[src/rtl/rw_stage.sv]
// Register-writeback stage: aligns/extends load data, picks each lane's writeback value, and
// registers the two register-file write ports. Optional retired counter under RW_INSTRET_EN.
module rw_stage #(
    parameter int unsigned XLEN = 32
`ifdef RW_INSTRET_EN
    ,
    parameter int unsigned CNT_W = 64
`endif
) (
    input  logic            clk,
    input  logic            rst,
    input  logic            validMA1,
    input  logic            validMA2,
    input  logic [4:0]      dstregMA1,
    input  logic [4:0]      dstregMA2,
    input  logic            reg_weMA1,
    input  logic            reg_weMA2,
    input  logic            is_loadMA1,
    input  logic            is_loadMA2,
    input  logic [2:0]      funct3MA1,
    input  logic [2:0]      funct3MA2,
    input  logic [XLEN-1:0] alu_resultMA1,
    input  logic [XLEN-1:0] alu_resultMA2,
    input  logic [XLEN-1:0] load_dataMA1,
    input  logic [XLEN-1:0] load_dataMA2,
`ifdef RW_INSTRET_EN
    output logic [CNT_W-1:0] instret,
`endif
    output logic [4:0]      w_addrRW1,
    output logic [4:0]      w_addrRW2,
    output logic [XLEN-1:0] wb_dataRW1,
    output logic [XLEN-1:0] wb_dataRW2,
    output logic            wb_enRW1,
    output logic            wb_enRW2
);

    localparam int unsigned BW = 8;
    localparam int unsigned HW = 16;

    // Only LB/LH/LW/LBU/LHU are legal load encodings.
    function automatic logic load_ok(input logic [2:0] f3);
        return (f3 == 3'b000) || (f3 == 3'b001) || (f3 == 3'b010) ||
               (f3 == 3'b100) || (f3 == 3'b101);
    endfunction

    function automatic logic [XLEN-1:0] extract(input logic [XLEN-1:0] d,
                                                input logic [2:0] f3,
                                                input logic [1:0] a);
        logic [BW-1:0] b;
        logic [HW-1:0] h;
        logic [XLEN-1:0] r;
        b = d[BW*a +: BW];
        h = a[1] ? d[HW +: HW] : d[0 +: HW];
        case (f3)
            3'b000:  r = {{(XLEN-BW){b[BW-1]}}, b};
            3'b100:  r = {{(XLEN-BW){1'b0}}, b};
            3'b001:  r = {{(XLEN-HW){h[HW-1]}}, h};
            3'b101:  r = {{(XLEN-HW){1'b0}}, h};
            3'b010:  r = d;
            default: r = '0;
        endcase
        return r;
    endfunction

    function automatic logic [XLEN-1:0] lane_data(input logic v, input logic ld,
                                                  input logic [2:0] f3,
                                                  input logic [XLEN-1:0] alu,
                                                  input logic [XLEN-1:0] d);
        if (!v)
            return '0;
        else if (ld)
            return extract(d, f3, alu[1:0]);
        else
            return alu;
    endfunction

    logic            en1, en2, coll;
    logic            wen1_c, wen2_c;
    logic [XLEN-1:0] data1_c, data2_c;

    // Lane enables; on a same-destination collision the younger lane 2 wins.
    always_comb begin
        en1     = validMA1 & reg_weMA1 & (dstregMA1 != 5'd0);
        en2     = validMA2 & reg_weMA2 & (dstregMA2 != 5'd0);
        coll    = en1 & en2 & (dstregMA1 == dstregMA2);
        wen1_c  = en1 & ~coll & ~(is_loadMA1 & ~load_ok(funct3MA1));
        wen2_c  = en2 & ~(is_loadMA2 & ~load_ok(funct3MA2));
        data1_c = lane_data(validMA1, is_loadMA1, funct3MA1, alu_resultMA1, load_dataMA1);
        data2_c = lane_data(validMA2, is_loadMA2, funct3MA2, alu_resultMA2, load_dataMA2);
    end

    always_ff @(posedge clk or posedge rst) begin
        if (rst) begin
            w_addrRW1  <= 5'd0;
            w_addrRW2  <= 5'd0;
            wb_dataRW1 <= '0;
            wb_dataRW2 <= '0;
            wb_enRW1   <= 1'b0;
            wb_enRW2   <= 1'b0;
        end else begin
            w_addrRW1  <= dstregMA1;
            w_addrRW2  <= dstregMA2;
            wb_dataRW1 <= data1_c;
            wb_dataRW2 <= data2_c;
            wb_enRW1   <= wen1_c;
            wb_enRW2   <= wen2_c;
        end
    end

`ifdef RW_INSTRET_EN
    // Counts every valid slot, including stores, branches and rd=x0.
    always_ff @(posedge clk or posedge rst) begin
        if (rst)
            instret <= '0;
        else
            instret <= instret + CNT_W'({1'b0, validMA1} + {1'b0, validMA2});
    end
`endif

endmodule

[config.mk]
export PLATFORM = sky130hd
export DESIGN_NAME = rw_stage
export DESIGN_NICKNAME = d
export VERILOG_FILES = /design/src/rtl/rw_stage.sv
export SDC_FILE = /design/constraint.sdc
export NUM_CORES = 1
export LEC_CHECK = 0
export ABC_AREA = 1
export BUFFER_PORTS_ARGS = -buffer_cell sky130_fd_sc_hd__buf_2
export CORE_MARGIN = 2
export CORE_UTILIZATION = 42
export CTS_BUF_LIST = sky130_fd_sc_hd__clkbuf_4 sky130_fd_sc_hd__clkbuf_8 sky130_fd_sc_hd__clkbuf_16
export CTS_CLUSTER_DIAMETER = 100
export DETAILED_ROUTE_END_ITERATION = 6
export PLACE_DENSITY = 0.73
export SKIP_CTS_REPAIR_TIMING = 1
export SLEW_MARGIN = 10
export SYNTH_ARGS = -nofsm -noshare
export SYNTH_HDL_FRONTEND = slang
export SYNTH_SLANG_ARGS = --single-unit
[constraint.sdc]
create_clock -name clk -period 2.71 [get_ports clk]
set_clock_uncertainty 0.15 [all_clocks]
set_input_delay 0.6775 -clock clk [delete_from_list [all_inputs] [get_ports clk]]
set_output_delay 0.6775 -clock clk [all_outputs]
set_load 0.1 [all_outputs]
==> impl_metrics.json, run 1 <==
{
  "rsz0062_at_grt": "no",
  "ir_drop_mv": 0.358,
  "cts_buffer_depth": 2,
  "timing.fmax_mhz": 490,
  "antenna_cells": 0,
  "cap_violations": 0,
  "path_max_fanout": 1,
  "startpoint_type": "register",
  "tns_ps": 0,
  "multi_input_area_um2": 2260,
  "die-area_um2": 11900,
  "fin_crit_ps": 2040,
  "syn-num-nets": 881,
  "hold_path_class": "in -> async",
  "slew_viol_final": 0,
  "first_global_vias": 4841,
  "grt_pass1_wl_mm": 24.2,
  "grt_max_degree": 77,
  "clkSinkCount": 76,
  "avgSynthCellArea_um2": 6.37,
  "routedWlPerCell_um": 14.2,
  "fillers": 1143,
  "cts_tree": "yes",
  "ff_latch_area_um2": 1900,
  "num_rows": 38,
  "p_switching_mw": 1.32,
  "ys_types": 24,
  "area_delta_synth_final_pct": 30.8,
  "final_core_util": 0.561,
  "p_leak_nw": 3.73,
  "drt-pass1-iter-count": 5,
  "clockPowerShare": 0.277,
  "die_w_um": 109,
  "required_ps": 1880,
  "viasPerCell": 4.76,
  "tightest_slew_ps": 623,
  "chipHeight_um": 109,
  "p_int_mw": 1.89,
  "wl_mm": 15.5,
  "power_density_nw_per_um2": 528,
  "critPathCaptureType": "output port",
  "track_usage": 0.264,
  "drc": 0,
  "fin_nets": 1093,
  "highest_layer": "met4",
  "met2_length_mm": 7.17,
  "yosysTopAreaCell": "dfrtp_1",
  "cp_cell_sequence": "buf_2",
  "finalHoldViolCount": 0,
  "crit_buf_inv": 1,
  "cpPeakStageDelay_ps": 450,
  "timing.hold.ws_ps": 272,
  "core-area_um2": 10800,
  "ant_nets": 0,
  "finalSetupViolations": 0,
  "layout-drive-gt1-share": 0.283,
  "maxSlewHeadroom": 0.584,
  "wl_met1_mm": 6.86,
  "outcome": "complete, no violations",
  "drt_iter0_drc": 425,
  "place_congestion": 0.971,
  "initial_utilization": 0.429,
  "overflow": 0,
  "synthCells": 729,
  "wl_met3_mm": 1.04,
  "switching_share": 0.410,
  "cts_root_buf": "clkbuf_8",
  "clk_pin_slew_ps": 90,
  "cp.arrival_ps": 1210,
  "cts_buffers": 9,
  "syn_area_um2": 4650,
  "cts-htree-levels": 3,
  "portBuffers": 227,
  "synth_area_leaders": "dfrtp_1, nand2_1, a21oi_1",
  "io_pins": 228,
  "antenna_found_initial": 0,
  "power_frac_seq": 0.379,
  "crit_slowest_cell": "buf_2",
  "worstSetupPathType": "reg -> out",
  "yosys_register_bits": 76,
  "pwr-share-comb": 0.345,
  "synth_top_area_share": 0.409,
  "final.period_utilization": 0.753,
  "path_delay_family": "buffers and inverters",
  "vias": 5171,
  "synth_warnings": 0,
  "hpwlAfterDp_mm": 11.9,
  "ys_seq_area_frac": 0.409
}
[layout make-up]
cell class | count | area share
multi-input combinational | 543 | 0.372
sequential | 76 | 0.313
timing repair buffer | 239 | 0.208
inverter | 72 | 0.0451
tap | 140 | 0.0288
clock buffer | 10 | 0.0226
clock inverter | 6 | 0.0105
[per-stage QoR]
stage / instance area [um2] / worst slack, ps / power [mW] / cells
finish: 6080 / 669 / 3.21 / 1086
global route: 6080 / 579 / 3.38 / 1086
CTS: 6080 / 615 / 3.24 / 1086
detailed placement: 5880 / 380 / 2.34 / 1070
global placement: 5880 / 429 / 2.34 / 1070
floorplan: 4650 / 999 / 2.04 / 729
[state kept, by name, summed over array words and instances, names as in the netlist]
| register | cells |
|---|---|
| w_addrRW1 | 5 |
| w_addrRW2 | 5 |
| wb_dataRW1 | 32 |
| wb_dataRW2 | 32 |
| wb_enRW1 | 1 |
| wb_enRW2 | 1 |
[layout by cell type (no fill, tap or decap), types with 3 or more instances in the layout]
master | netlist | final
nand2_1 | 331 | 331
inv_1 | 68 | 67
buf_2 | 10 | 227
nand3_1 | 35 | 35
buf_4 | 1 | 9
inv_2 | 4 | 4
a21oi_1 | 65 | 65
nand2_2 | 4 | 4
buf_12 | 0 | 3
o21ai_1 | 3 | 3
o21ai_0 | 11 | 11
dfrtp_1 | 76 | 76
clkinvlp_4 | 0 | 3
nor2_1 | 74 | 74
nor3_1 | 4 | 4
clkbuf_8 | 0 | 10
xnor2_1 | 4 | 4
[power by group through the flow]
stage	logic (mW)	clock network, mW	registers [mW]
after floorplan	0.316	0	1.73
after global placement	1.10	0	1.24
after detailed placement	1.11	0	1.24
after CTS	1.11	0.913	1.22
after global routing	1.19	0.965	1.22
final	1.11	0.889	1.22
[cell usage after synthesis]
cell type and instances:
nand2_1 331, dfrtp_1 76, nor2_1 74, inv_1 68, a21oi_1 65, nand3_1 35
clkbuf_1 16, o21ai_0 11, buf_2 10, buf_6 7, buf_1 4, inv_2 4
nand2_2 4, nor3_1 4, xnor2_1 4, o21ai_1 3, a31oi_1 2, nand3b_1 2
nor2_2 2, nor2_4 2, o211ai_1 2, buf_4 1, nand4_1 1, xor2_1 1
[worst max path at each step]
stage	from	endpoint	slack, ps	cells after the start
6_report	wb_dataRW2[10]	wb_dataRW2[10]	670	1
5_1_grt	alu_resultMA2[1]	wb_dataRW2[27]	580	10
4_1_cts	wb_dataRW2[10]	wb_dataRW2[10]	610	1
3_5_place_dp	alu_resultMA2[1]	wb_dataRW2[25]	380	10
3_3_place_gp	alu_resultMA2[1]	wb_dataRW2[21]	430	10
2_1_floorplan	w_addrRW1[0]	w_addrRW1[0]	1000	0
[layer usage]
| metal | global-route usage | vias to the layer above |
|---|---|---|
| met4 | 0.105 | 0 |
| met1 | 0.354 | 2285 |
| met5 | 0 | - |
| met2 | 0.421 | 208 |
| met3 | 0.0472 | 27 |
| li1 | - | 2651 |
[cell families after synthesis]
family,after synthesis,share of synthesized area
AOI/OAI and AO/OA,83,0.0910
DFF,76,0.409
and+or+nand+nor,455,0.387
buffers and inverters,110,0.104
xor gates and xnor gates,5,0.00942
Note: power is estimated with default switching activity, not from simulation.
==> run 2: changes to the inputs <==
--- a/config.mk
+++ b/config.mk
@@ -8,11 +8,11 @@
 export ABC_AREA = 1
 export BUFFER_PORTS_ARGS = -buffer_cell sky130_fd_sc_hd__buf_2
 export CORE_MARGIN = 2
-export CORE_UTILIZATION = 42
+export CORE_UTILIZATION = 43
 export CTS_BUF_LIST = sky130_fd_sc_hd__clkbuf_4 sky130_fd_sc_hd__clkbuf_8 sky130_fd_sc_hd__clkbuf_16
 export CTS_CLUSTER_DIAMETER = 100
 export DETAILED_ROUTE_END_ITERATION = 6
-export PLACE_DENSITY = 0.73
+export PLACE_DENSITY = 0.72
 export SKIP_CTS_REPAIR_TIMING = 1
 export SLEW_MARGIN = 10
 export SYNTH_ARGS = -nofsm -noshare
==> constraint.sdc (replaced) <==
create_clock -name clk -period 1.9 [get_ports clk]
set_clock_uncertainty 0.15 [all_clocks]
set_input_delay 0.475 -clock clk [delete_from_list [all_inputs] [get_ports clk]]
set_output_delay 0.475 -clock clk [all_outputs]
set_load 0.1 [all_outputs]
==> run 2 against run 1 <==
Cell area rose by 1.8%. Largest power group unchanged. Highest routed layer is now met5. Clock power rose by 43%. Sequential share of layout area fell by 0.54 points. Count of clock-buffer cells in the layout did not move. Flip-flop and latch count did not move. Critical path depth did not move. Power rose by 43%. Critical path type unchanged. First-iteration DRC count fell by 53%. Wire length fell by 3.1%. Sequential power rose by 42%. Cell count rose by 0.83%.
==> impl_metrics.json, run 2 (same netlist as run 1, synthesis figures left out) <==
{
  "critPathCaptureType": "output port",
  "final.period_utilization": 0.924,
  "cp.arrival_ps": 1130,
  "layout-drive-gt1-share": 0.293,
  "drt-pass1-iter-count": 4,
  "die-area_um2": 11700,
  "antenna_cells": 0,
  "maxSlewHeadroom": 0.652,
  "wl_mm": 15.0,
  "timing.fmax_mhz": 570,
  "clkSinkCount": 76,
  "wl_met3_mm": 1.38,
  "overflow": 0,
  "portBuffers": 227,
  "crit_start": "wb_dataRW2[28]",
  "tightest_slew_ps": 525,
  "place_congestion": 0.938,
  "chipHeight_um": 108,
  "rsz0062_at_grt": "no",
  "outcome": "complete, no violations",
  "cts_root_buf": "clkbuf_8",
  "final_core_util": 0.594,
  "drc": 0,
  "hpwlAfterDp_mm": 11.6,
  "fin_nets": 1106,
  "slew_viol_final": 0,
  "io_pins": 228,
  "layout_commonest_cell": "nand2_1",
  "placed_cell_area_um2": 5980,
  "finalHoldViolCount": 0,
  "ir_drop_mv": 0.370,
  "wl_met1_mm": 6.03,
  "clk_pin_slew_ps": 80,
  "cp_cell_sequence": "buf_2",
  "p_leak_nw": 3.80,
  "crit_slowest_cell": "buf_2",
  "routedWlPerCell_um": 13.7,
  "ant_nets": 0,
  "path_delay_family": "buffers and inverters",
  "antenna_found_initial": 1,
  "mostFrequentLayoutCells": "nand2_1, buf_2, dfrtp_1",
  "initial_utilization": 0.446,
  "path_max_fanout": 1,
  "tns_ps": 0,
  "grt_pass1_wl_mm": 23.7,
  "cts_tree": "yes",
  "core-area_um2": 10400,
  "highest_layer": "met5",
  "vias": 5310,
  "fillers": 1104,
  "cpPeakStageDelay_ps": 430,
  "cts-htree-levels": 3,
  "area_delta_synth_final_pct": 33.1,
  "drt_iter0_drc": 200,
  "timing.hold.ws_ps": 83.6,
  "required_ps": 1270,
  "first_global_vias": 5051,
  "die_w_um": 108,
  "fin_crit_ps": 1750,
  "reg_top3": "wb_dataRW1 (32), wb_dataRW2 (32)",
  "met2_length_mm": 7.12,
  "cts_buffer_depth": 2,
  "track_usage": 0.261,
  "grt_max_degree": 77,
  "cap_violations": 0,
  "hold_path_class": "in -> async",
  "p_total_mw": 4.59,
  "cts_buffers": 9,
  "worstSetupPathType": "reg -> out",
  "finalSetupViolations": 0,
  "startpoint_type": "register",
  "viasPerCell": 4.85,
  "num_rows": 37,
  "final_area_um2": 6190,
  "power_density_nw_per_um2": 742,
  "crit_buf_inv": 1
}
==> run 2: final cells by class <==
cell class,count,area [um2],share of cell area
Tap cell,136,170,0.0275
Multi-Input combinational cell,543,2260,0.366
Clock buffer,10,131,0.0212
Sequential cell,76,1900,0.307
Clock inverter,6,72.6,0.0117
Inverter,72,274,0.0443
Timing Repair Buffer,252,1370,0.222
==> run 2: metal layers <==
| layer | vias to the layer above | global-route usage |
|---|---|---|
| met5 | - | 0 |
| met3 | 34 | 0.0663 |
| li1 | 2671 | - |
| met4 | 2 | 0.104 |
| met2 | 256 | 0.440 |
| met1 | 2347 | 0.322 |
==> run 2: path summary, 6_finish.rpt <==
check,endpoint,slack (ps),cells after the start
worst max-delay path,wb_dataRW2[28],150,1
worst min-delay path,w_addrRW2[4],80,3
max in group asynchronous,wb_dataRW2[22],1200,3
min in group clk,w_addrRW2[1],110,1
==> run 2: per-stage QoR <==
step           instances  setup WS [ps]
2_1_floorplan        729            392
3_3_place_gp        1079            114
3_5_place_dp        1079           85.9
4_1_cts             1095            108
5_1_grt             1095           93.7
6_report            1095            145
==> run 2: power by group <==
group / switching [mW] / internal (mW) / leakage, nW
clock network: 0.639 / 0.633 / 0.100
registers: 0.0240 / 1.71 / 0.992
logic: 1.22 / 0.371 / 2.71
==> run 3: changes to the inputs <==
--- a/config.mk
+++ b/config.mk
@@ -7,6 +7,7 @@
 export LEC_CHECK = 0
 export ABC_AREA = 1
 export BUFFER_PORTS_ARGS = -buffer_cell sky130_fd_sc_hd__buf_2
+export CORE_ASPECT_RATIO = 1.75
 export CORE_MARGIN = 2
 export CORE_UTILIZATION = 43
 export CTS_BUF_LIST = sky130_fd_sc_hd__clkbuf_4 sky130_fd_sc_hd__clkbuf_8 sky130_fd_sc_hd__clkbuf_16
==> run 3 against run 2 <==
Die area is 0.28% higher. Cell area up 2.2%. Worst setup slack improved by 2.5 ps. Combinational power is essentially flat. Worst hold slack better by 49 ps. Via count rose by 0.60%. Critical endpoint is now wb_dataRW1[0]. Highest routed layer is now met4.
==> impl_metrics.json, run 3 (same netlist as run 1, synthesis figures left out) <==
{
  "setup_ws_ps": 148,
  "layout-drive-gt1-share": 0.294,
  "chipHeight_um": 142,
  "cap_violations": 0,
  "cts_tree": "yes",
  "overflow": 0,
  "drt-pass1-iter-count": 5,
  "finalSetupViolations": 0,
  "required_ps": 1270,
  "rsz0062_at_grt": "no",
  "power_density_nw_per_um2": 806,
  "slew_viol_final": 0,
  "core-area_um2": 10600,
  "antenna_found_initial": 1,
  "cp_cell_sequence": "buf_2",
  "drt_iter0_drc": 274,
  "hpwlAfterDp_mm": 12.6,
  "first_global_vias": 5178,
  "fin_nets": 1109,
  "drc": 0,
  "path_delay_family": "buffers and inverters",
  "multi_input_area_um2": 2260,
  "cts_buffers": 9,
  "layout_commonest_cell": "nand2_1",
  "startpoint_type": "register",
  "reg_top3": "wb_dataRW1 (32), wb_dataRW2 (32)",
  "fillers": 1106,
  "io_pins": 228,
  "cts_root_buf": "clkbuf_16",
  "maxSlewHeadroom": 0.655,
  "routedWlPerCell_um": 14.4,
  "ff_latch_area_um2": 1900,
  "critPathCaptureType": "output port",
  "viasPerCell": 4.89,
  "tightest_slew_ps": 522,
  "final.period_utilization": 0.922,
  "wl_mm": 15.7,
  "cpPeakStageDelay_ps": 440,
  "crit_buf_inv": 1,
  "grt_max_degree": 35,
  "cts_buffer_depth": 2,
  "clk_pin_slew_ps": 60,
  "worstSetupPathType": "reg -> out",
  "portBuffers": 227,
  "place_congestion": 0.930,
  "track_usage": 0.274,
  "timing.hold.ws_ps": 133,
  "area_delta_synth_final_pct": 36.1,
  "tns_ps": 0,
  "place_ws_ps": 118,
  "grt_pass1_wl_mm": 24.3,
  "cp.arrival_ps": 1130,
  "worstHoldStart": "dstregMA2[1]",
  "mostFrequentLayoutCells": "nand2_1, buf_2, dfrtp_1",
  "outcome": "complete, no violations",
  "ant_nets": 0,
  "die_w_um": 82.6,
  "die-area_um2": 11700,
  "crit_slowest_cell": "buf_2",
  "fin_crit_ps": 1750,
  "clkSinkCount": 76,
  "p_leak_nw": 3.86,
  "timing.fmax_mhz": 571,
  "num_rows": 50,
  "crit_start": "wb_dataRW1[0]",
  "hold_path_class": "in -> reg",
  "vias": 5342,
  "finalHoldViolCount": 0,
  "path_max_fanout": 1,
  "initial_utilization": 0.437,
  "cts-htree-levels": 3,
  "ir_drop_mv": 0.484
}
## run 3: changes by cell type in the layout (fill, tap and decap cells not counted), moves of 2 or more
cell / before / now
clkbuf_16: 0 / 9
clkbuf_8: 9 / 1
clkinv_4: 3 / 1
clkinvlp_4: 2 / 4
## run 3: cell type report
cell class | instances | share of cell area
antenna | 1 | 0.000396
tap | 130 | 0.0257
multi-input combinational | 543 | 0.358
sequential | 76 | 0.301
clock buffer | 11 | 0.0390
timing repair buffer | 255 | 0.223
clock inverter | 5 | 0.00970
inverter | 72 | 0.0433
## run 3: where the power goes
group	internal, mW	leakage, nW	total, mW	switching (mW)
logic	0.376	2.73	1.60	1.22
clock network	1.07	0.141	1.76	0.692
registers	1.71	0.992	1.73	0.0235
## run 3: path summary, 6_finish.rpt
| kind | to | slack (ps) | cells past startpoint |
|---|---|---|---|
| max | wb_dataRW1[0] | 150 | 1 |
| min | w_addrRW2[1] | 130 | 1 |
| max in group asynchronous | wb_dataRW1[3] | 580 | 4 |
| min in group asynchronous | wb_dataRW1[25] | 530 | 3 |
## run 3: per-layer routing
metal	up-vias	wire length, um	GRT usage
met3	50	975	0.0420
li1	2675	-	-
met5	-	0	0
met2	233	8680	0.514
met1	2384	5180	0.270
met4	0	866	0.160
## run 3: stage by stage
stage,cells,power (mW),area (um2),utilization
2_1_floorplan,729,2.91,4650,-
3_3_place_gp,1075,3.36,6000,0.564
3_5_place_dp,1075,3.36,6000,0.564
4_1_cts,1091,5.14,6310,0.593
5_1_grt,1093,5.33,6320,0.595
6_report,1093,5.10,6320,0.595
